## src/rtl/rt_ibex_pkg.sv

```systemverilog
// rt_ibex_pkg: shared FSM states, spill frame geometry and spilled-register address table.
package rt_ibex_pkg;
  typedef enum logic [3:0] {
    IDLE, SAVE, INC, SPILL_REQ, SPILL_WAIT, DEC, RESTORE,
    FILL_REQ, FILL_WAIT, FILL_RESTORE, FILL_SAVE
  } state_e;
  localparam logic [3:0]  FrameWords = 4'd9;
  localparam logic [31:0] FrameBytes = 32'd36;
  // Words 0/1 carry mepc/mcause, so register slots start at frame word 2.
  function automatic logic [4:0] spill_reg(input logic [3:0] k);
    case (k)
      4'd2:    spill_reg = 5'd1;
      4'd3:    spill_reg = 5'd5;
      4'd4:    spill_reg = 5'd10;
      4'd5:    spill_reg = 5'd11;
      4'd6:    spill_reg = 5'd12;
      4'd7:    spill_reg = 5'd13;
      4'd8:    spill_reg = 5'd15;
      default: spill_reg = 5'd0;
    endcase
  endfunction
endpackage

```

## src/rtl/rt_ibex_window_spill_ctrl_if.sv

```systemverilog
// rt_ibex_window_spill_ctrl_if: OBI-style data port between spill controller and memory.
interface rt_ibex_window_spill_ctrl_if;
  logic        data_req_o;
  logic        data_gnt_i;
  logic        data_rvalid_i;
  logic        data_we_o;
  logic [31:0] data_addr_o;
  logic [31:0] data_wdata_o;
  logic [31:0] data_rdata_i;
  modport master (output data_req_o, data_we_o, data_addr_o, data_wdata_o,
                  input  data_gnt_i, data_rvalid_i, data_rdata_i);
  modport slave  (input  data_req_o, data_we_o, data_addr_o, data_wdata_o,
                  output data_gnt_i, data_rvalid_i, data_rdata_i);
endinterface

```

## src/rtl/rt_ibex_spill_frame_cnt.sv

```systemverilog
// rt_ibex_spill_frame_cnt: frame word counter and word address for spill (below sp) and fill (at sp).
module rt_ibex_spill_frame_cnt
  import rt_ibex_pkg::*;
(
  input  logic        clk_i,
  input  logic        rst_ni,
  input  logic        i_clr,
  input  logic        i_inc,
  input  logic        i_spill,
  input  logic [31:0] i_base,
  output logic [3:0]  o_k,
  output logic [31:0] o_addr,
  output logic        o_last
);
  logic [3:0] r_k;
  always_ff @(posedge clk_i or negedge rst_ni) begin
    if (!rst_ni) r_k <= 4'd0;
    else         r_k <= i_clr ? 4'd0 : i_inc ? r_k + 4'd1 : r_k;
  end
  assign o_k    = r_k;
  assign o_addr = (i_spill ? i_base - FrameBytes : i_base) + {26'd0, r_k, 2'b00};
  assign o_last = r_k == FrameWords - 4'd1;
endmodule

```

## src/rtl/rt_ibex_window_spill_ctrl.sv

```systemverilog
// rt_ibex_window_spill_ctrl: register-window save/restore with frame spill/fill to memory on overflow.
module rt_ibex_window_spill_ctrl
  import rt_ibex_pkg::*;
#(
  parameter int unsigned NumRegisterWindows = 4,
  parameter logic [31:0] SpillBase          = 32'h0000_1000,
  parameter int unsigned MaxSpillDepth      = 8
) (
  input  logic        clk_i,
  input  logic        rst_ni,
  input  logic        irq_entry_i,
  input  logic        mret_i,
  input  logic        window_full_i,
  input  logic [31:0] win_mcause_i,
  input  logic [31:0] win_mepc_i,
  output logic        increment_ptr_o,
  output logic        decrement_ptr_o,
  output logic        save_csr_o,
  output logic [4:0]  rf_raddr_o,
  input  logic [31:0] rf_rdata_i,
  output logic [4:0]  rf_waddr_o,
  output logic [31:0] rf_wdata_o,
  output logic        rf_we_o,
  output logic        csr_restore_o,
  output logic [31:0] csr_mcause_o,
  output logic [31:0] csr_mepc_o,
  output logic        busy_o,
  output logic        err_o,
  rt_ibex_window_spill_ctrl_if.master data
);
  localparam int unsigned WinW = (NumRegisterWindows > 1) ? $clog2(NumRegisterWindows) : 1;
  localparam int unsigned SdW  = $clog2(MaxSpillDepth + 1);
  state_e          r_state, w_next;
  logic [WinW-1:0] r_win_depth;
  logic [SdW-1:0]  r_spill_depth;
  logic [31:0]     r_sp, r_mepc, r_mcause;
  logic            r_err, r_inc;
  logic            w_idle_err, w_err_set, w_beat, w_spill_done, w_fill_beat;
  logic            w_sd_zero, w_wd_zero, w_spill_full;
  logic [3:0]      w_k;
  logic [31:0]     w_addr;
  logic            w_last;
  assign w_sd_zero    = r_spill_depth == '0;
  assign w_wd_zero    = r_win_depth == '0;
  assign w_spill_full = r_spill_depth == SdW'(MaxSpillDepth);
  assign w_beat       = (r_state == SPILL_WAIT || r_state == FILL_WAIT) && data.data_rvalid_i;
  assign w_spill_done = r_state == SPILL_WAIT && data.data_rvalid_i && w_last;
  assign w_fill_beat  = r_state == FILL_WAIT && data.data_rvalid_i;
  rt_ibex_spill_frame_cnt u_frame_cnt (
    .clk_i   (clk_i),
    .rst_ni  (rst_ni),
    .i_clr   (r_state == IDLE),
    .i_inc   (w_beat && !w_last),
    .i_spill (r_state == SPILL_REQ),
    .i_base  (r_sp),
    .o_k     (w_k),
    .o_addr  (w_addr),
    .o_last  (w_last)
  );
  always_comb begin
    w_next     = r_state;
    w_idle_err = 1'b0;
    case (r_state)
      IDLE: begin
        if (irq_entry_i) begin
          w_idle_err = mret_i | w_spill_full;
          w_next     = w_spill_full ? IDLE : (w_sd_zero && !window_full_i) ? SAVE : SPILL_REQ;
        end else if (mret_i) begin
          w_idle_err = w_sd_zero && w_wd_zero;
          w_next     = !w_sd_zero ? FILL_REQ : !w_wd_zero ? DEC : IDLE;
        end
      end
      SAVE:         w_next = r_inc ? INC : IDLE;
      INC:          w_next = IDLE;
      SPILL_REQ:    w_next = data.data_gnt_i ? SPILL_WAIT : SPILL_REQ;
      SPILL_WAIT:   w_next = !data.data_rvalid_i ? SPILL_WAIT : w_last ? SAVE : SPILL_REQ;
      DEC:          w_next = RESTORE;
      RESTORE:      w_next = IDLE;
      FILL_REQ:     w_next = data.data_gnt_i ? FILL_WAIT : FILL_REQ;
      FILL_WAIT:    w_next = !data.data_rvalid_i ? FILL_WAIT : w_last ? FILL_RESTORE : FILL_REQ;
      FILL_RESTORE: w_next = FILL_SAVE;
      FILL_SAVE:    w_next = IDLE;
      default:      w_next = IDLE;
    endcase
  end
  assign w_err_set = busy_o ? (irq_entry_i | mret_i) : w_idle_err;
  always_ff @(posedge clk_i or negedge rst_ni) begin
    if (!rst_ni) begin
      r_state       <= IDLE;
      r_win_depth   <= '0;
      r_spill_depth <= '0;
      r_sp          <= SpillBase;
      r_err         <= 1'b0;
      r_inc         <= 1'b0;
      r_mepc        <= '0;
      r_mcause      <= '0;
    end else begin
      r_state       <= w_next;
      r_err         <= r_err | w_err_set;
      r_inc         <= (r_state == IDLE) ? (w_next == SAVE) : r_inc;
      r_win_depth   <= (r_state == INC && r_win_depth != WinW'(NumRegisterWindows - 1)) ? r_win_depth + 1'b1 :
                       (r_state == DEC) ? r_win_depth - 1'b1 : r_win_depth;
      r_spill_depth <= w_spill_done ? r_spill_depth + 1'b1 :
                       (r_state == FILL_SAVE) ? r_spill_depth - 1'b1 : r_spill_depth;
      r_sp          <= w_spill_done ? r_sp - FrameBytes : (r_state == FILL_SAVE) ? r_sp + FrameBytes : r_sp;
      r_mepc        <= (w_fill_beat && w_k == 4'd0) ? data.data_rdata_i : r_mepc;
      r_mcause      <= (w_fill_beat && w_k == 4'd1) ? data.data_rdata_i : r_mcause;
    end
  end
  assign busy_o            = r_state != IDLE;
  assign err_o             = r_err;
  assign save_csr_o        = r_state == SAVE || r_state == FILL_SAVE;
  assign increment_ptr_o   = r_state == INC;
  assign decrement_ptr_o   = r_state == DEC;
  assign csr_restore_o     = r_state == RESTORE || r_state == FILL_RESTORE;
  assign csr_mepc_o        = (r_state == RESTORE) ? win_mepc_i : (r_state == FILL_RESTORE) ? r_mepc : '0;
  assign csr_mcause_o      = (r_state == RESTORE) ? win_mcause_i : (r_state == FILL_RESTORE) ? r_mcause : '0;
  assign rf_raddr_o        = (r_state == SPILL_REQ) ? spill_reg(w_k) : '0;
  assign rf_we_o           = w_fill_beat && w_k >= 4'd2;
  assign rf_waddr_o        = rf_we_o ? spill_reg(w_k) : '0;
  assign rf_wdata_o        = rf_we_o ? data.data_rdata_i : '0;
  assign data.data_req_o   = r_state == SPILL_REQ || r_state == FILL_REQ;
  assign data.data_we_o    = r_state == SPILL_REQ;
  assign data.data_addr_o  = data.data_req_o ? w_addr : '0;
  assign data.data_wdata_o = (r_state != SPILL_REQ) ? '0 : (w_k == 4'd0) ? win_mepc_i :
                             (w_k == 4'd1) ? win_mcause_i : rf_rdata_i;
endmodule
```

## src/flat_wrapper.sv

```systemverilog
// flat-port wrapper written by rule: the top's interface ports become plain ports
module rt_ibex_window_spill_ctrl_flat import rt_ibex_pkg::*;
#(
  parameter int unsigned NumRegisterWindows = 4,
  parameter logic [31:0] SpillBase          = 32'h0000_1000,
  parameter int unsigned MaxSpillDepth      = 8
)
  (clk_i, rst_ni, irq_entry_i, mret_i, window_full_i, win_mcause_i, win_mepc_i, increment_ptr_o, decrement_ptr_o, save_csr_o, rf_raddr_o, rf_rdata_i, rf_waddr_o, rf_wdata_o, rf_we_o, csr_restore_o, csr_mcause_o, csr_mepc_o, busy_o, err_o, data_data_req_o, data_data_we_o, data_data_addr_o, data_data_wdata_o, data_data_gnt_i, data_data_rvalid_i, data_data_rdata_i);
  rt_ibex_window_spill_ctrl_if data_i ();
  input  logic clk_i;
  input  logic rst_ni;
  input  logic irq_entry_i;
  input  logic mret_i;
  input  logic window_full_i;
  input  logic [31:0] win_mcause_i;
  input  logic [31:0] win_mepc_i;
  output logic increment_ptr_o;
  output logic decrement_ptr_o;
  output logic save_csr_o;
  output logic [4:0] rf_raddr_o;
  input  logic [31:0] rf_rdata_i;
  output logic [4:0] rf_waddr_o;
  output logic [31:0] rf_wdata_o;
  output logic rf_we_o;
  output logic csr_restore_o;
  output logic [31:0] csr_mcause_o;
  output logic [31:0] csr_mepc_o;
  output logic busy_o;
  output logic err_o;
  output wire logic [$bits(data_i.data_req_o)-1:0] data_data_req_o;
  output wire logic [$bits(data_i.data_we_o)-1:0] data_data_we_o;
  output wire logic [$bits(data_i.data_addr_o)-1:0] data_data_addr_o;
  output wire logic [$bits(data_i.data_wdata_o)-1:0] data_data_wdata_o;
  input wire logic [$bits(data_i.data_gnt_i)-1:0] data_data_gnt_i;
  input wire logic [$bits(data_i.data_rvalid_i)-1:0] data_data_rvalid_i;
  input wire logic [$bits(data_i.data_rdata_i)-1:0] data_data_rdata_i;
  assign data_data_req_o = data_i.data_req_o;
  assign data_data_we_o = data_i.data_we_o;
  assign data_data_addr_o = data_i.data_addr_o;
  assign data_data_wdata_o = data_i.data_wdata_o;
  assign data_i.data_gnt_i = data_data_gnt_i;
  assign data_i.data_rvalid_i = data_data_rvalid_i;
  assign data_i.data_rdata_i = data_data_rdata_i;
  rt_ibex_window_spill_ctrl #(.NumRegisterWindows(NumRegisterWindows), .SpillBase(SpillBase), .MaxSpillDepth(MaxSpillDepth)) u_core (.clk_i(clk_i), .rst_ni(rst_ni), .irq_entry_i(irq_entry_i), .mret_i(mret_i), .window_full_i(window_full_i), .win_mcause_i(win_mcause_i), .win_mepc_i(win_mepc_i), .increment_ptr_o(increment_ptr_o), .decrement_ptr_o(decrement_ptr_o), .save_csr_o(save_csr_o), .rf_raddr_o(rf_raddr_o), .rf_rdata_i(rf_rdata_i), .rf_waddr_o(rf_waddr_o), .rf_wdata_o(rf_wdata_o), .rf_we_o(rf_we_o), .csr_restore_o(csr_restore_o), .csr_mcause_o(csr_mcause_o), .csr_mepc_o(csr_mepc_o), .busy_o(busy_o), .err_o(err_o), .data(data_i));
endmodule
```

## config.mk

```make
export PLATFORM = sky130hd
export DESIGN_NAME = rt_ibex_window_spill_ctrl_flat
export DESIGN_NICKNAME = d
export VERILOG_FILES = /design/src/rtl/rt_ibex_pkg.sv /design/src/rtl/rt_ibex_window_spill_ctrl_if.sv /design/src/rtl/rt_ibex_spill_frame_cnt.sv /design/src/rtl/rt_ibex_window_spill_ctrl.sv /design/src/flat_wrapper.sv
export SDC_FILE = /design/constraint.sdc
export NUM_CORES = 1
export LEC_CHECK = 0
export CAP_MARGIN = 20
export CORE_MARGIN = 1
export CORE_UTILIZATION = 35
export CTS_CLUSTER_SIZE = 14
export DETAILED_ROUTE_END_ITERATION = 10
export PLACE_DENSITY = 0.76
export SYNTH_ARGS = -nofsm -noshare
export SYNTH_HDL_FRONTEND = slang
export SYNTH_SLANG_ARGS = --single-unit
```

## constraint.sdc

```tcl
create_clock -name clk_i -period 10.05 [get_ports clk_i]
set_input_delay 2.01 -clock clk_i [delete_from_list [all_inputs] [get_ports clk_i]]
set_output_delay 2.01 -clock clk_i [all_outputs]
set_load 0.03 [all_outputs]
```

After elaboration in Yosys (flattened, before gate mapping) --
Index checks and enable logic that the tools add are counted.
Storage, ports and cells: register bits after elaboration 112, input port bits 135, output and inout port bits 179, word-level logic and storage cells 107
Cells by class: add/subtract/negate cells 8, order comparisons 1, equal/unequal tests 22, muxes and demuxes 39, bitwise gates (word level) 3, reduce and logical (&&, ||, !) cells 25
Operator list (count):
- two-way mux 32 bit | 12
- two-way mux 4 bit | 14
- adder 32 x 6 -> 32 bit | 1
- adder 32 x 6 -> 32 bit, second input constant | 1
- equality test 4 x 3 -> 1 bit, second input constant | 8
- case mux 4 bit (8 select lines) | 1
- subtractor 32 x 6 -> 32 bit, second input constant | 1
- case mux 4 bit (7 select lines) | 1
- equality test 4 bit, second input constant | 5
- equality test 4 x 2 -> 1 bit, second input constant | 4
- equality test 4 x 1 -> 1 bit, second input constant | 3
- logical NOT 4 bit | 3
- logical AND 1 bit | 11
- two-way mux 2 bit | 5
- adder 4 x 1 -> 4 bit, second input constant | 2
- two-way mux 3 bit | 2
- nonzero test 2 bit | 3
- greater-or-equal comparator 4 x 2 -> 1 bit, second input constant | 1
- logical OR 1 bit | 4
- two-way mux 1 bit | 4
- != test 4 x 2 -> 1 bit, second input constant | 1
- nonzero test 4 bit | 1
- subtractor 4 x 1 -> 4 bit, second input constant | 1
- bitwise OR 1 bit | 3
- other kinds (5) | 6

Logic depth before layout (Yosys ltp) --
Gate-level depths: netlist of the first run.
depth in word-level cells 7, gate-level depth with buffers 17, gate-level depth less buffers 13

Cells and area by module --
A second synthesis of the first run with hierarchy kept.
Second synthesis, totals: cell total of the unflattened synthesis 1248, area total of the unflattened synthesis 10020.9 um^2
Modules (own cells, without submodules):
- rt_ibex_window_spill_ctrl | instances 1, cells an instance 985, area an instance 8094.0 um^2, seq. area each 2653.8 um^2
- rt_ibex_spill_frame_cnt | instances 1, cells an instance 263, area an instance 1926.8 um^2, seq. area each 100.1 um^2

Worst setup path after synthesis of the first run --
OpenSTA, ideal clock, no wires.
path type flip-flop to output port, start point reg u_core.r_state[2], end point out data_data_addr_o[26], data arrival time 4214 ps, required time 8040 ps, slack 3826 ps, cell stages (with the launch flop) 18, path buffers 4, cell sequence dfrtp_1 clkbuf_1 nand4bb_1 buf_2 inv_1 buf_4 xnor2_1 ha_1 inv_1 fa_1 nor2b_1 o21ai_0 nor2b_1 a211o_1 or4_1 buf_6 or4_4 mux2i_1
On the way: word-level cells in the longest chain between the ends 4, elaborated cells on any way between the ends 6, classes of those cells 1 x add/sub; 2 x eq/ne; 2 x mux; 1 x reduce/logical
Ends and longest elaborated chain:
- start, declared | RTL line rt_ibex_window_spill_ctrl.sv:33 | state_e r_state, w_next;
- start signal, assigned | RTL line rt_ibex_window_spill_ctrl.sv:98 | r_state <= w_next;
- equality test 4 x 2 -> 1 bit (*)
- named net data_data_we_o | RTL line flat_wrapper.sv:31 | output wire logic [$bits(data_i.data_we_o)-1:0] data_data_we_o;
- two-way mux 32 bit | RTL line rt_ibex_spill_frame_cnt.sv:21 | assign o_addr = (i_spill ? i_base - FrameBytes : i_base) + {26'd0, r_k, 2'b00};
- adder 32 x 6 -> 32 bit | RTL line rt_ibex_spill_frame_cnt.sv:21
- two-way mux 32 bit (*) | RTL line rt_ibex_window_spill_ctrl.sv:124 | assign data.data_addr_o = data.data_req_o ? w_addr : '0;
- end, declared | RTL line flat_wrapper.sv:32 | output wire logic [$bits(data_i.data_addr_o)-1:0] data_data_addr_o;
The timed path passes the listed nets; every way through them passes the cells marked *.

Final worst setup path of the first run --
start point reg u_core.r_state[3], end point out data_data_addr_o[26]
On the way: word-level cells in the longest chain between the ends 4, elaborated cells on any way between the ends 6, classes of those cells 1 x add/sub; 2 x eq/ne; 2 x mux; 1 x reduce/logical
Ends and longest elaborated chain (RTL line):
- equality test 4 x 2 -> 1 bit | rt_ibex_window_spill_ctrl.sv:54, rt_ibex_window_spill_ctrl.sv:122
- two-way mux 32 bit | rt_ibex_spill_frame_cnt.sv:21
- adder 32 x 6 -> 32 bit | rt_ibex_spill_frame_cnt.sv:21
- two-way mux 32 bit (*) | rt_ibex_window_spill_ctrl.sv:124
Mark *: on every way between the ends. The rest lies on a longest branch, timed or not.

==> impl_metrics.py, run 1 <==
metrics = {
    "outcome": {
        "status": "finished clean",
    },
    "timing": {
        "hold_viol_final": 0,
        "fin_crit_sh_pct": 74.2,
        "skew_ns": 0.0143,
        "finalSetupViolCount": 0,
        "setup_tns_ns": 0,
        "finalMaxSlewViolations": 0,
        "finalCriticalPeriod_ns": 7.46,
        "tightest_slew_ns": 1.13,
        "rsz0062_at_grt": "false",
        "relSlewSlack_pct": 23.7,
        "max_freq_mhz": 134,
    },
    "routing": {
        "dr.pass1.iters": 6,
        "via_per_inst": 5.55,
        "drtIter0Drc": 646,
        "drt_wl_total_um": 30800,
        "vias": 9288,
        "drc": 0,
        "ant_nets": 0,
        "routedWlPerCell_um": 18.4,
    },
    "job": {
        "maxCapViolCount": 0,
    },
    "floorplanning": {
        "ios": 314,
        "fp.dieW_um": 161,
        "start_util_pct": 36.0,
        "fp.dieH_um": 161,
        "die_area_mm2": 0.0260,
        "rows": 57,
        "fp.coreArea_mm2": 0.0246,
    },
    "cts": {
        "htree_num_levels": 3,
        "path_clk_slew_ns": 0.08,
        "postCtsSetupBuffers": 0,
        "hold_buffers": 0,
        "cts_root_buf": "clkbuf_16",
        "clockBufferDepth": 2,
        "cts_buffers": 9,
        "clk_latency_ns": 0.36,
        "cts.sinks": 110,
        "cts_tree": "done",
        "post_cts_resized": 0,
    },
    "placement": {
        "place_area_mm2": 0.0121,
        "hpwlAfterDp_um": 23400,
        "port_buffers": 309,
        "gp_congestion": 0.976,
    },
    "pwr": {
        "power.density_mw_per_mm2": 153,
        "vdd_drop_max_mv": 0.106,
        "cellLeakagePower_nw": 4.52,
        "p_switching_w": 0.000824,
        "combPwrFrac_pct": 48.1,
        "power_frac_seq_pct": 33.0,
        "switching_share_pct": 43.5,
        "intPower_w": 0.00107,
        "clock_power_share_pct": 18.9,
    },
    "logic_synthesis": {
        "synth_area_mm2": 0.00886,
        "synth_cell_type_count": 70,
        "yosys_warnings": 0,
        "syn_area_per_cell_um2": 8.03,
        "postSynthCellCount": 1103,
        "yosysSeqAreaShare_pct": 31.1,
        "synth_edf_count": 0,
        "async_reset_ff_share_pct": 100,
        "synthFlopType": "dfrtp_1",
        "ys_seq_elements": 110,
    },
    "worst_setup_path": {
        "crit_fanout": 45,
        "end_kind": "primary output",
        "rr_endpoint": "u_core.r_sp[25]$_DFFE_PN0P_",
        "worstReg2RegStart": "u_core.u_frame_cnt.o_k[1]$_DFFE_PN0P_",
        "reg2reg_setup_slack_ns": 5.81,
        "crit_type": "reg -> out",
        "crit_required_ns": 8.04,
        "r2r_cells": 10,
        "worst_setup_path_start_kind": "flip-flop",
        "arrival_ns": 5.45,
    },
    "global_routing": {
        "grt_pass1_vias": 9053,
        "grt_max_degree": 66,
        "grt_pass1_wl_um": 48900,
        "gr-total-overflow": 0,
        "antenna_found_initial": 0,
        "grt_usage_pct": 23.7,
    },
    "min_path": {
        "hold_class": "reg -> reg",
        "hold_end": "u_core.err_o$_DFF_PN0_",
        "hp-start": "u_core.err_o$_DFF_PN0_",
        "worstHoldPathCells": 1,
    },
    "final_layout": {
        "syn_to_final_growth_pct": 39.8,
        "design_area_mm2": 0.0124,
        "nets": 1492,
        "drive_gt1_share_pct": 9.20,
    },
}
worst max-delay path: stages, from the launching register on:
cell             delay (ns)
dfrtp_1                0.61
nand4bb_2              0.24
buf_4                  0.48
nand2_1                0.12
o21ai_0                0.13
inv_1                  0.11
fa_1                   0.41
nor2b_1                0.16
o21ai_0                0.12
nor2b_1                0.19
a211o_1                0.37
or4_1                  0.71
or4_4                  0.59
mux2i_1                0.15
clkdlybuf4s50_1        0.68
logic make-up (layout without fill, tap and decap cells):
| logic type | after synthesis | after routing | synth area share [%] |
|---|---|---|---|
| AO/OA/AOI/OAI | 223 | 223 | 16.0 |
| AND/OR/NAND/NOR | 474 | 474 | 26.3 |
| multiplexers | 106 | 106 | 12.9 |
| buffers and inverters | 111 | 353 | 5.21 |
| adder cells (fa/ha/maj) | 14 | 14 | 2.15 |
| flip-flops | 110 | 110 | 31.1 |
| other | 1 | 5 | 0.0423 |
| XOR/XNOR | 64 | 64 | 6.33 |
worst max-delay path by stage:
stage | startpoint | endpoint | depth (start not counted) | slack (ns)
3_3_place_gp | u_core.r_state[2]$_DFF_PN0_ | data_data_addr_o[26] | 14 | 3.12
2_1_floorplan | u_core.r_state[2]$_DFF_PN0_ | data_data_addr_o[26] | 17 | 3.83
3_5_place_dp | u_core.r_state[2]$_DFF_PN0_ | data_data_addr_o[26] | 14 | 3.00
5_1_grt | u_core.r_state[2]$_DFF_PN0_ | data_data_addr_o[26] | 14 | 2.28
6_report | u_core.r_state[3]$_DFF_PN0_ | data_data_addr_o[26] | 14 | 2.59
4_1_cts | u_core.r_state[2]$_DFF_PN0_ | data_data_addr_o[26] | 14 | 2.60
stage by stage:
step                      std cells  setup WS, ns  util [%]  hold WS [ns]  total power (W)
after floorplan                1106          3.83         -         0.467          0.00122
after global placement         1656          3.12      49.1         0.476          0.00152
after detailed placement       1656          3.00      49.1         0.472          0.00154
after CTS                      1672          2.60      50.3         0.495          0.00190
after global routing           1672          2.28      50.3         0.518          0.00202
final                          1673          2.59      50.3         0.488          0.00189
layout by cell type (no fill, tap or decap), drive strengths merged, types with 12 or more instances in the layout:
cell type / n
or3: 18
nor3: 33
a21oi: 98
or4: 16
nand3: 21
and3: 12
dfrtp: 109
o21ai: 21
ha: 12
buf: 12
inv: 19
mux2: 67
nor4: 20
xnor2: 48
o31ai: 12
nand2: 169
clkdlybuf4s50: 308
xor2: 16
a211oi: 38
and2: 42
mux2i: 39
nor2: 94
cell usage after synthesis (all sizes together) (7+ instances only):
master / count / area share (%)
or2: 8 / 0.56
nand3: 21 / 1.2
a211oi: 38 / 3.3
and3: 12 / 0.85
buf: 30 / 1.8
xnor2: 48 / 4.7
nand4: 9 / 0.64
and2: 42 / 3.0
nand2: 169 / 7.2
or3: 18 / 1.3
mux2i: 39 / 4.4
o31a: 7 / 0.72
or4: 16 / 1.5
nor3: 33 / 2.0
o31ai: 12 / 1.0
nor2b: 11 / 0.78
dfrtp: 109 / 31
nor2: 94 / 4.0
nor4: 20 / 1.4
clkbuf: 64 / 2.7
nand2b: 8 / 0.56
mux2: 67 / 8.5
o21ai: 21 / 1.2
inv: 16 / 0.68
a21oi: 98 / 5.5
ha: 12 / 1.7
xor2: 16 / 1.6
routing by layer:
metal	part of all wire, %	vias to the layer above	GRT usage, %
li1	-	4375	-
met1	42	4472	30.5
met2	49	386	39.5
met3	6.7	55	4.67
met4	2.8	0	7.85
met5	0	-	0
flip-flops by register name, summed over array words and instances, names as in the netlist:
register and flops:
u_core.err_o 1, u_core.r_inc 1, u_core.r_mcause 32, u_core.r_mepc 32, u_core.r_sp 30, u_core.r_spill_depth 4, u_core.r_state 4, u_core.r_win_depth 2
u_core.u_frame_cnt.o_k 4
power groups by stage:
stage                     registers [W]  logic, W  clock network, W
after floorplan                0.000582  0.000634                 0
after global placement         0.000623  0.000898                 0
after detailed placement       0.000630  0.000908                 0
after CTS                      0.000622  0.000913          0.000368
after global routing           0.000639  0.000997          0.000388
final                          0.000625  0.000912          0.000357
area by class of cell:
class                      count  area (um2)
antenna                        1        2.50
fill                        2336       12200
clock buffer                   9         225
tap                          324         405
multi-input combinational    885        5690
sequential                   110        2750
clock inverter                 7        66.3
timing repair buffer         320        3170
inverter                      17        63.8
Note: power is estimated with default switching activity, not from simulation.
==> run 2: changes to the inputs <==
--- a/config.mk
+++ b/config.mk
@@ -10,7 +10,7 @@
 export CORE_UTILIZATION = 35
 export CTS_CLUSTER_SIZE = 14
 export DETAILED_ROUTE_END_ITERATION = 10
-export PLACE_DENSITY = 0.76
+export PLACE_DENSITY = 0.78
 export SYNTH_ARGS = -nofsm -noshare
 export SYNTH_HDL_FRONTEND = slang
 export SYNTH_SLANG_ARGS = --single-unit
==> constraint.sdc (replaced) <==
create_clock -name clk_i -period 6.1 [get_ports clk_i]
set_input_delay 1.22 -clock clk_i [delete_from_list [all_inputs] [get_ports clk_i]]
set_output_delay 1.22 -clock clk_i [all_outputs]
set_load 0.03 [all_outputs]
==> impl_metrics.py, run 2 (synthesized netlist as in run 1, its figures left out) <==
metrics = {
    "outcome": {
        "status": "finished clean",
    },
    "timing": {
        "whs_ns": 0.480,
        "rsz0062_at_grt": "false",
        "setup_tns_ns": 0,
        "finalCriticalPeriod_ns": 5.77,
        "finalMaxSlewViolations": 0,
        "tightest_slew_ns": 1.16,
        "fin_ws_ns": 0.335,
        "hold_viol_final": 0,
        "fin_crit_sh_pct": 94.5,
        "finalSetupViolCount": 0,
        "skew_ns": 0.0104,
        "max_freq_mhz": 173,
        "relSlewSlack_pct": 22.6,
    },
    "floorplanning": {
        "ios": 314,
        "fp.dieH_um": 161,
        "rows": 57,
        "start_util_pct": 36.0,
        "fp.coreArea_mm2": 0.0246,
        "fp.dieW_um": 161,
        "die_area_mm2": 0.0260,
    },
    "min_path": {
        "hold_class": "reg -> reg",
        "worstHoldPathCells": 1,
        "hold_end": "u_core.err_o$_DFF_PN0_",
        "hp-start": "u_core.err_o$_DFF_PN0_",
    },
    "placement": {
        "port_buffers": 309,
        "gp_congestion": 0.937,
        "place_ws_ns": 0.493,
        "hpwlAfterDp_um": 24100,
        "dp_cells": 1665,
    },
    "cts": {
        "clockBufferDepth": 2,
        "htree_num_levels": 3,
        "path_clk_slew_ns": 0.07,
        "clk_latency_ns": 0.36,
        "hold_buffers": 0,
        "cts_tree": "done",
        "cts_root_buf": "clkbuf_16",
        "cts.sinks": 110,
        "cts_buffers": 9,
    },
    "final_layout": {
        "reg_top3": "u_core.r_mcause x32, u_core.r_mepc x32, u_core.r_sp x30",
        "stdcell_count": 1681,
        "final_core_util_pct": 50.6,
        "mostFrequentLayoutCells": "clkdlybuf4s50_1 (301), nand2_1 (167), dfrtp_1 (109)",
        "diodes": 0,
        "drive_gt1_share_pct": 10.3,
        "fillCellCount": 2317,
        "layout_commonest_cell": "clkdlybuf4s50_1",
        "syn_to_final_growth_pct": 40.7,
        "nets": 1501,
    },
    "worst_setup_path": {
        "rr_endpoint": "u_core.r_sp[25]$_DFFE_PN0P_",
        "r2r_cells": 11,
        "crit_required_ns": 4.88,
        "reg2reg_setup_slack_ns": 2.94,
        "worst_setup_path_start_kind": "flip-flop",
        "worstReg2RegStart": "u_core.u_frame_cnt.o_k[1]$_DFFE_PN0P_",
        "arrival_ns": 4.55,
        "crit_type": "reg -> out",
        "crit_fanout": 35,
        "end_kind": "primary output",
    },
    "routing": {
        "drt_wl_total_um": 31200,
        "routedWlPerCell_um": 18.6,
        "vias": 9276,
        "dr.pass1.iters": 7,
        "drc": 0,
        "via_per_inst": 5.52,
        "drtIter0Drc": 650,
        "ant_nets": 0,
    },
    "global_routing": {
        "grt_pass1_wl_um": 48900,
        "antenna_found_initial": 1,
        "grt_max_degree": 65,
        "grt_pass1_vias": 8950,
        "grt_usage_pct": 23.7,
        "gr-total-overflow": 0,
    },
    "job": {
        "maxCapViolCount": 0,
    },
    "pwr": {
        "cellLeakagePower_nw": 4.60,
        "vdd_drop_max_mv": 0.156,
        "power.density_mw_per_mm2": 255,
    },
}
[run 2: changes by cell type in the layout (fill, tap and decap cells not counted), sizes merged]
| cell | change |
|---|---|
| diode | -1 |
| clkinvlp | -2 |
| inv | +1 |
| bufinv | +1 |
| clkbuf | +2 |
| buf | +15 |
| clkinv | -1 |
| clkdlybuf4s50 | -7 |
[run 2: worst max-delay path by stage]
stage                                           start                    to  slack, ns  cells past startpoint
after floorplan           u_core.r_state[2]$_DFF_PN0_  data_data_addr_o[26]       0.67                     17
after global placement    u_core.r_state[1]$_DFF_PN0_  data_data_addr_o[26]       0.62                     14
after detailed placement  u_core.r_state[1]$_DFF_PN0_  data_data_addr_o[26]       0.49                     14
after CTS                 u_core.r_state[1]$_DFF_PN0_  data_data_addr_o[26]       0.10                     14
after global routing      u_core.r_state[1]$_DFF_PN0_  data_data_addr_o[25]       0.08                     13
final                     u_core.r_state[1]$_DFF_PN0_  data_data_addr_o[31]       0.33                     13
[run 2: per-stage QoR]
step | instance area, um2 | power, W
after floorplan | 8870 | 0.00200
after global placement | 12100 | 0.00253
after detailed placement | 12100 | 0.00256
after CTS | 12500 | 0.00319
after global routing | 12500 | 0.00337
final | 12500 | 0.00317
[run 2: final cells by class]
type / count / area [um2] / share of cell area (%)
tap: 324 / 405 / 3.25
multi-input combinational: 885 / 5700 / 45.8
sequential: 110 / 2750 / 22.1
clock inverter: 6 / 76.3 / 0.612
inverter: 17 / 63.8 / 0.512
clock buffer: 10 / 229 / 1.84
timing repair buffer: 329 / 3230 / 25.9
[run 2: repair_timing]
item	4_1_cts	5_1_grt
endpoints found under the hold margin	0	0
endpoints found under the setup margin	0	3
setup buffers	0	0
resized for setup	0	3
[run 2: worst max-delay path: stages, from the launching register on]
cell and delay [ns]:
dfrtp_1 0.61, nand4bb_2 0.22, clkbuf_8 0.29, nand2_1 0.11, o21ai_0 0.12, ha_1 0.30, a21o_1 0.11, a21o_1 0.14
a21oi_1 0.12, a211oi_2 0.28, or4b_1 0.66, nor4b_2 0.32, mux2i_1 0.22, clkdlybuf4s50_1 0.68
[run 2: power by group]
part	total (W)	internal, W	switching [W]
clock	0.000618	0.000328	0.000291
combinational	0.00154	0.000613	0.000925
sequential	0.00102	0.000877	0.000138
[run 2: layer usage]
layer | track usage [%] | share of wire, %
met5 | 0 | 0
met4 | 7.46 | 2.6
met3 | 4.57 | 6.9
met2 | 39.8 | 49
met1 | 30.5 | 42
